`config.mk`:
```
export PLATFORM = sky130hd
export DESIGN_NAME = output_deskew_flat
export DESIGN_NICKNAME = d
export VERILOG_FILES = /design/src/rtl/output_deskew_if.sv /design/src/rtl/output_deskew.sv /design/src/flat_wrapper.sv
export SDC_FILE = /design/constraint.sdc
export NUM_CORES = 1
export LEC_CHECK = 0
export CAP_MARGIN = 20
export CORE_UTILIZATION = 35
export DETAILED_ROUTE_END_ITERATION = 10
export GPL_TIMING_DRIVEN = 0
export PLACE_DENSITY = 0.63
export SYNTH_ARGS = -nofsm -noshare
export SYNTH_HDL_FRONTEND = slang
export SYNTH_SLANG_ARGS = --single-unit
```
`constraint.sdc`:
```
create_clock -name clk -period 1.9 [get_ports clk]
set_input_delay 0.38 -clock clk [delete_from_list [all_inputs] [get_ports clk]]
set_output_delay 0.38 -clock clk [all_outputs]
set_load 0.02 [all_outputs]
```
`src/rtl/output_deskew_if.sv`:
```
`timescale 1ns/1ps
// Column-skewed result bus entering the deskew block and the aligned vector leaving it.
interface output_deskew_if #(
    parameter int COLS  = 4,
    parameter int WIDTH = 8,
    parameter int CNTW  = 16
);
    logic [COLS-1:0]       in_valid;
    logic [COLS*WIDTH-1:0] in_data;
    logic                  out_valid;
    logic [COLS*WIDTH-1:0] out_data;
    logic [CNTW-1:0]       out_count;
    logic                  misalign_err;

    modport master (
        output in_valid, in_data,
        input  out_valid, out_data, out_count, misalign_err
    );

    modport slave (
        input  in_valid, in_data,
        output out_valid, out_data, out_count, misalign_err
    );
endinterface

```
`src/rtl/output_deskew.sv`:
```
`timescale 1ns/1ps
// Undoes the systolic-array output skew: column c passes through COLS-c register
// stages so that all lanes of one result vector emerge together with one strobe.
module output_deskew #(
    parameter int COLS  = 4,
    parameter int WIDTH = 8,
    parameter int CNTW  = 16
) (
    input  logic          clk,
    input  logic          reset,
    output_deskew_if.slave bus
);

    logic [COLS-1:0]       av;
    logic [COLS*WIDTH-1:0] ad;

    // Each lane holds COLS-1-c delay stages; the shared output register is the final stage.
    for (genvar c = 0; c < COLS; c++) begin : g_lane
        localparam int P = COLS - 1 - c;
        logic [WIDTH:0] entry;

        assign entry = bus.in_valid[c] ? {1'b1, bus.in_data[c*WIDTH +: WIDTH]} : '0;

        if (P == 0) begin : g_direct
            assign av[c]                 = entry[WIDTH];
            assign ad[c*WIDTH +: WIDTH]  = entry[WIDTH-1:0];
        end else begin : g_chain
            logic [WIDTH:0] stage [P];

            always_ff @(posedge clk or negedge reset) begin
                if (!reset) begin
                    for (int i = 0; i < P; i++) stage[i] <= '0;
                end else begin
                    stage[0] <= entry;
                    for (int i = 1; i < P; i++) stage[i] <= stage[i-1];
                end
            end

            assign av[c]                 = stage[P-1][WIDTH];
            assign ad[c*WIDTH +: WIDTH]  = stage[P-1][WIDTH-1:0];
        end
    end

    logic all_valid;
    logic mixed;

    assign all_valid = &av;
    assign mixed     = (|av) & ~all_valid;

    logic                  out_valid_q;
    logic [COLS*WIDTH-1:0] out_data_q;
    logic [CNTW-1:0]       out_count_q;
    logic                  err_q;

    // A partially valid slot is dropped and only raises the sticky error.
    always_ff @(posedge clk or negedge reset) begin
        if (!reset) begin
            out_valid_q <= 1'b0;
            out_data_q  <= '0;
            out_count_q <= '0;
            err_q       <= 1'b0;
        end else begin
            out_valid_q <= all_valid;
            out_data_q  <= all_valid ? ad : '0;
            if (all_valid) out_count_q <= out_count_q + CNTW'(1);
            if (mixed)     err_q       <= 1'b1;
        end
    end

    assign bus.out_valid    = out_valid_q;
    assign bus.out_data     = out_data_q;
    assign bus.out_count    = out_count_q;
    assign bus.misalign_err = err_q;

endmodule

```
`src/flat_wrapper.sv`:
```
// flat-port wrapper written by rule: the top's interface ports become plain ports
module output_deskew_flat 
#(
    parameter int COLS  = 4,
    parameter int WIDTH = 8,
    parameter int CNTW  = 16
)
  (clk, reset, bus_in_valid, bus_in_data, bus_out_valid, bus_out_data, bus_out_count, bus_misalign_err);
  output_deskew_if #(.COLS(COLS), .WIDTH(WIDTH), .CNTW(CNTW)) bus_i ();
  input  logic clk;
  input  logic reset;
  input wire logic [$bits(bus_i.in_valid)-1:0] bus_in_valid;
  input wire logic [$bits(bus_i.in_data)-1:0] bus_in_data;
  output wire logic [$bits(bus_i.out_valid)-1:0] bus_out_valid;
  output wire logic [$bits(bus_i.out_data)-1:0] bus_out_data;
  output wire logic [$bits(bus_i.out_count)-1:0] bus_out_count;
  output wire logic [$bits(bus_i.misalign_err)-1:0] bus_misalign_err;
  assign bus_i.in_valid = bus_in_valid;
  assign bus_i.in_data = bus_in_data;
  assign bus_out_valid = bus_i.out_valid;
  assign bus_out_data = bus_i.out_data;
  assign bus_out_count = bus_i.out_count;
  assign bus_misalign_err = bus_i.misalign_err;
  output_deskew #(.COLS(COLS), .WIDTH(WIDTH), .CNTW(CNTW)) u_core (.clk(clk), .reset(reset), .bus(bus_i));
endmodule
```
# Yosys cells after proc, flatten, opt, wreduce, memory -nomap -nowiden
# Cells that the tools add are included.
# word_totals
ff_bits	104
out_inout_bits	50
inputBits	38
# op_classes
n_addsub	1
reduce_logical	2
bitwise	2
n_mux	5
# op_table
cell	n
$mux 9	4
$mux 32	1
$add 16x1->16 const B	1
$reduce_and 4->1	1
$reduce_or 4->1	1
$and 1x1->1	1
$not 1->1	1

# Depth between registers and ports, before layout
# logic_depth
word_depth	4
mapped_depth	5
mapped_depth_nobuf	5

# Least setup slack after synthesis
# OpenSTA, ideal clock, no wires.
# synth_timing
kind	register to register
start	register u_core.out_count_q[4], in the netlist u_core.bus.out_count[4]
end	register u_core.out_count_q[15], in the netlist u_core.bus.out_count[15]
path_stages_with_launch	5
setup_time_ps	79
t_arrival_ps	1272
setup_slack_ps	548
period_less_slack_ps	1352
n_path_buf	0
path_cell_list	dfrtp_1 > nand3_2 > or2_4 > nor4_4 > xor2_1
# synth_via
elab_chain_len	1
# synth_rtl
element	line	source
from (decl)	output_deskew.sv:52	logic [CNTW-1:0] out_count_q;
from (signal assigned)	output_deskew.sv:65	if (all_valid) out_count_q <= out_count_q + CNTW'(1);
$add 16x1->16	output_deskew.sv:65	
# Every way passes these cells.
# A chain may end at the register's enable or synchronous reset.

# Worst setup path after layout
# layout_timing
start	register u_core.out_count_q[11], in the netlist u_core.bus.out_count[11]
end	output port bus_out_count[11]
# layout_rtl
element	line	source
to (decl)	flat_wrapper.sv:16	output wire logic [$bits(bus_i.out_count)-1:0] bus_out_count;
# No word-level cell between the ends.

==> flow_summary.ini <==
[place]
post-place-cells = 431
portBuffers = 87
gp_congestion = 0.671
dp_hpwl_um = 3810

[setup_path]
cp-start-kind = register
crit_required_ns = 1.52
worstSetupEndpointType = output port
rrSetupSlack_ns = 0.48
crit_type = register to output port
crit_buf_inv = 1
cp_max_fo = 5
cpMaxStageDelayCell = clkdlybuf4s50_1
critPathMaxStageDelay_ns = 0.63
worstPathArrival_ns = 1.45
critical_path.cell_chain = clkdlybuf4s50_1
critPathTopFamily = buffers and inverters

[timing]
relSlewSlack = 0.628
fmax_mhz = 547
fin_skew_ns = 0.0102
drv_slew = 0
hold_viol = 9
post-route-period-util = 0.962
setup_violations = 0
fin_crit_ns = 1.83
grt_setup_unrepaired = false
holdWs_ns = -0.00644
tightest_slew_ns = 0.558

[layout]
antenna_cells = 0
nets = 352
regArea_mm2 = 0.00260
area_growth_pct = 37.6
multi_input_area_um2 = 724
drive_gt1_frac = 0.0786
n_fill_cell = 828
final_cells = 447

[synth]
syn_inst = 214
ys_ff_latch = 104
syn_nets = 253
yosysWarnings = 0
synth_area_mm2 = 0.00335
ys_seq_area_frac = 0.778
yosys.area.top_type = dfrtp_1
netlist.area_leader.share = 0.778
syn_area_per_cell_um2 = 15.6
synthTopCellsByArea = dfrtp_1 (78%), and2_1 (10%), xor2_1 (2.4%)
synth.distinct_cells = 23

[status]
outcome = complete, but fails checks
violations = negative hold slack

[floorplanning]
die-width_um = 99.8
io_pins = 88
die_area_mm2 = 0.00996
rows = 35
core_area_mm2 = 0.00924
die_h_um = 99.8
initial_utilization = 0.362

[detailed_routing]
num_vias = 1854
dr.first_iter.drc_count = 31
ant_nets = 0
wl_per_cell_um = 12.3
drt_wl_total_um = 5480
first_pass_iters = 4
vias_per_cell = 4.15
drc = 0

[global_route]
grt_pass1_wl_um = 9390
globalRoute.totalOverflow = 0
grt_usage = 0.127
antenna_found_initial = 0
grt_max_degree = 63
grt_pass1_vias = 1938

[clock_network]
cts_buffers = 9
clockRootBuffer = clkbuf_8
clkSlewWorstSetupHoldPaths_ns = 0.11
cts_buffer_depth = 2
h-tree-depth = 3
cts_tree = done
clock-sinks = 104
hold_buffers = 0
clkLatencyLatePin_ns = 0.37

[run]
cap_violations = 0

[power]
cellLeakagePower_nw = 2.21
p_per_area_mw_per_mm2 = 876
vdd_drop_max_uv = 398

[min_path]
hp-class = input port to async pin
[cell usage in the layout, fill, tap and decap left out, types with 2 or more instances in the layout]
| master | synthesis | routed |
|---|---|---|
| and2_1 | 56 | 56 |
| and3_1 | 2 | 2 |
| clkbuf_1 | 3 | 4 |
| clkbuf_8 | 0 | 9 |
| clkdlybuf4s50_1 | 0 | 81 |
| clkinv_4 | 0 | 2 |
| dfrtp_1 | 104 | 104 |
| dlymetal6s2s_1 | 0 | 5 |
| inv_6 | 0 | 2 |
| nand2_1 | 7 | 7 |
| nand3_1 | 4 | 4 |
| nand4_1 | 3 | 3 |
| nand4_4 | 2 | 2 |
| nor2_1 | 6 | 6 |
| xnor2_1 | 6 | 6 |
| xor2_1 | 9 | 9 |
[power by group]
group | switching, mW | internal (mW)
Clock | 0.795 | 0.512
Combinational | 0.167 | 0.183
Sequential | 0.0690 | 2.31
[synth_stat cells]
library cell and number:
dfrtp_1 104, and2_1 56, xor2_1 9, nand2_1 7, nor2_1 6, xnor2_1 6, nand3_1 4, clkbuf_1 3
nand4_1 3, and3_1 2, nand4_4 2, clkinv_2 1, ha_1 1, inv_1 1, nand3_2 1, nor3_1 1
nor3_2 1, nor4_1 1, nor4_2 1, nor4_4 1, o21bai_1 1, or2_1 1, or2_4 1
[final cells by class]
class,instances,share of cell area
sequential,104,0.565
timing repair buffer,88,0.197
multi-input combinational,105,0.157
tap,129,0.0350
clock buffer,10,0.0277
clock inverter,6,0.0136
buffer,3,0.00244
inverter,2,0.00190
[repair_timing]
action                                 4_1_cts  5_1_grt
buffers inserted                             0        0
endpoints found under the hold margin        0        0
resized for setup                            0        5
setup endpoints to repair                    0        5
[final timing paths]
| path | endpoint | from | depth (start not counted) |
|---|---|---|---|
| setup / recovery | bus_out_count[11] | u_core.bus.out_count[11] | 1 |
| hold / removal | u_core.g_lane[0].g_chain.stage[18] | reset | 1 |
| setup reg to reg | u_core.bus.out_count[15] | u_core.bus.out_count[4] | 4 |
| hold reg to reg | u_core.ad[9] | u_core.g_lane[1].g_chain.stage[10] | 0 |
| max in group asynchronous | u_core.g_lane[2].g_chain.stage[1] | reset | 2 |
| min in group clk | u_core.ad[9] | u_core.g_lane[1].g_chain.stage[10] | 0 |
[state kept, by name, indices dropped and copies added, names as in the netlist]
name	cells
u_core.bus.misalign_err	1
u_core.ad	16
u_core.g_lane.g_chain.stage	36
u_core.bus.out_valid	1
u_core.bus.out_count	16
u_core.bus.out_data	32
u_core.av	2
[cells by family (layout without fill, tap and decap cells)]
family	after synthesis	count (layout)	share of synthesized area
flip-flops	104	104	0.778
AO/OA/AOI/OAI	1	1	0.00224
XOR/XNOR	15	15	0.0393
adder cells (fa/ha/maj)	1	1	0.00374
buffers and inverters	5	109	0.00598
AND/OR/NAND/NOR	88	88	0.171
[stage by stage]
stage | worst slack, ns | power (mW) | cell area (µm²) | util | TNS [ns]
6_report | 0.0721 | 4.04 | 4610 | 0.499 | 0
3_5_place_dp | -0.0191 | 2.79 | 4400 | 0.477 | -0.0333
3_3_place_gp | -3.28 | 2.77 | 4380 | 0.474 | -340.99
4_1_cts | 0.00352 | 4.10 | 4590 | 0.497 | 0
5_1_grt | 0.00696 | 4.24 | 4610 | 0.499 | 0
2_1_floorplan | 0.548 | 2.54 | 3350 | - | 0
[per-layer routing]
metal  part of all wire  global-route usage  vias to the layer above
met1               0.42               0.154                      918
met4              0.018              0.0645                        0
met5                  0                   0                        -
met3              0.054              0.0362                        8
li1                   -                   -                      874
met2               0.51               0.206                       54
Power figures use the tool's default switching activity.
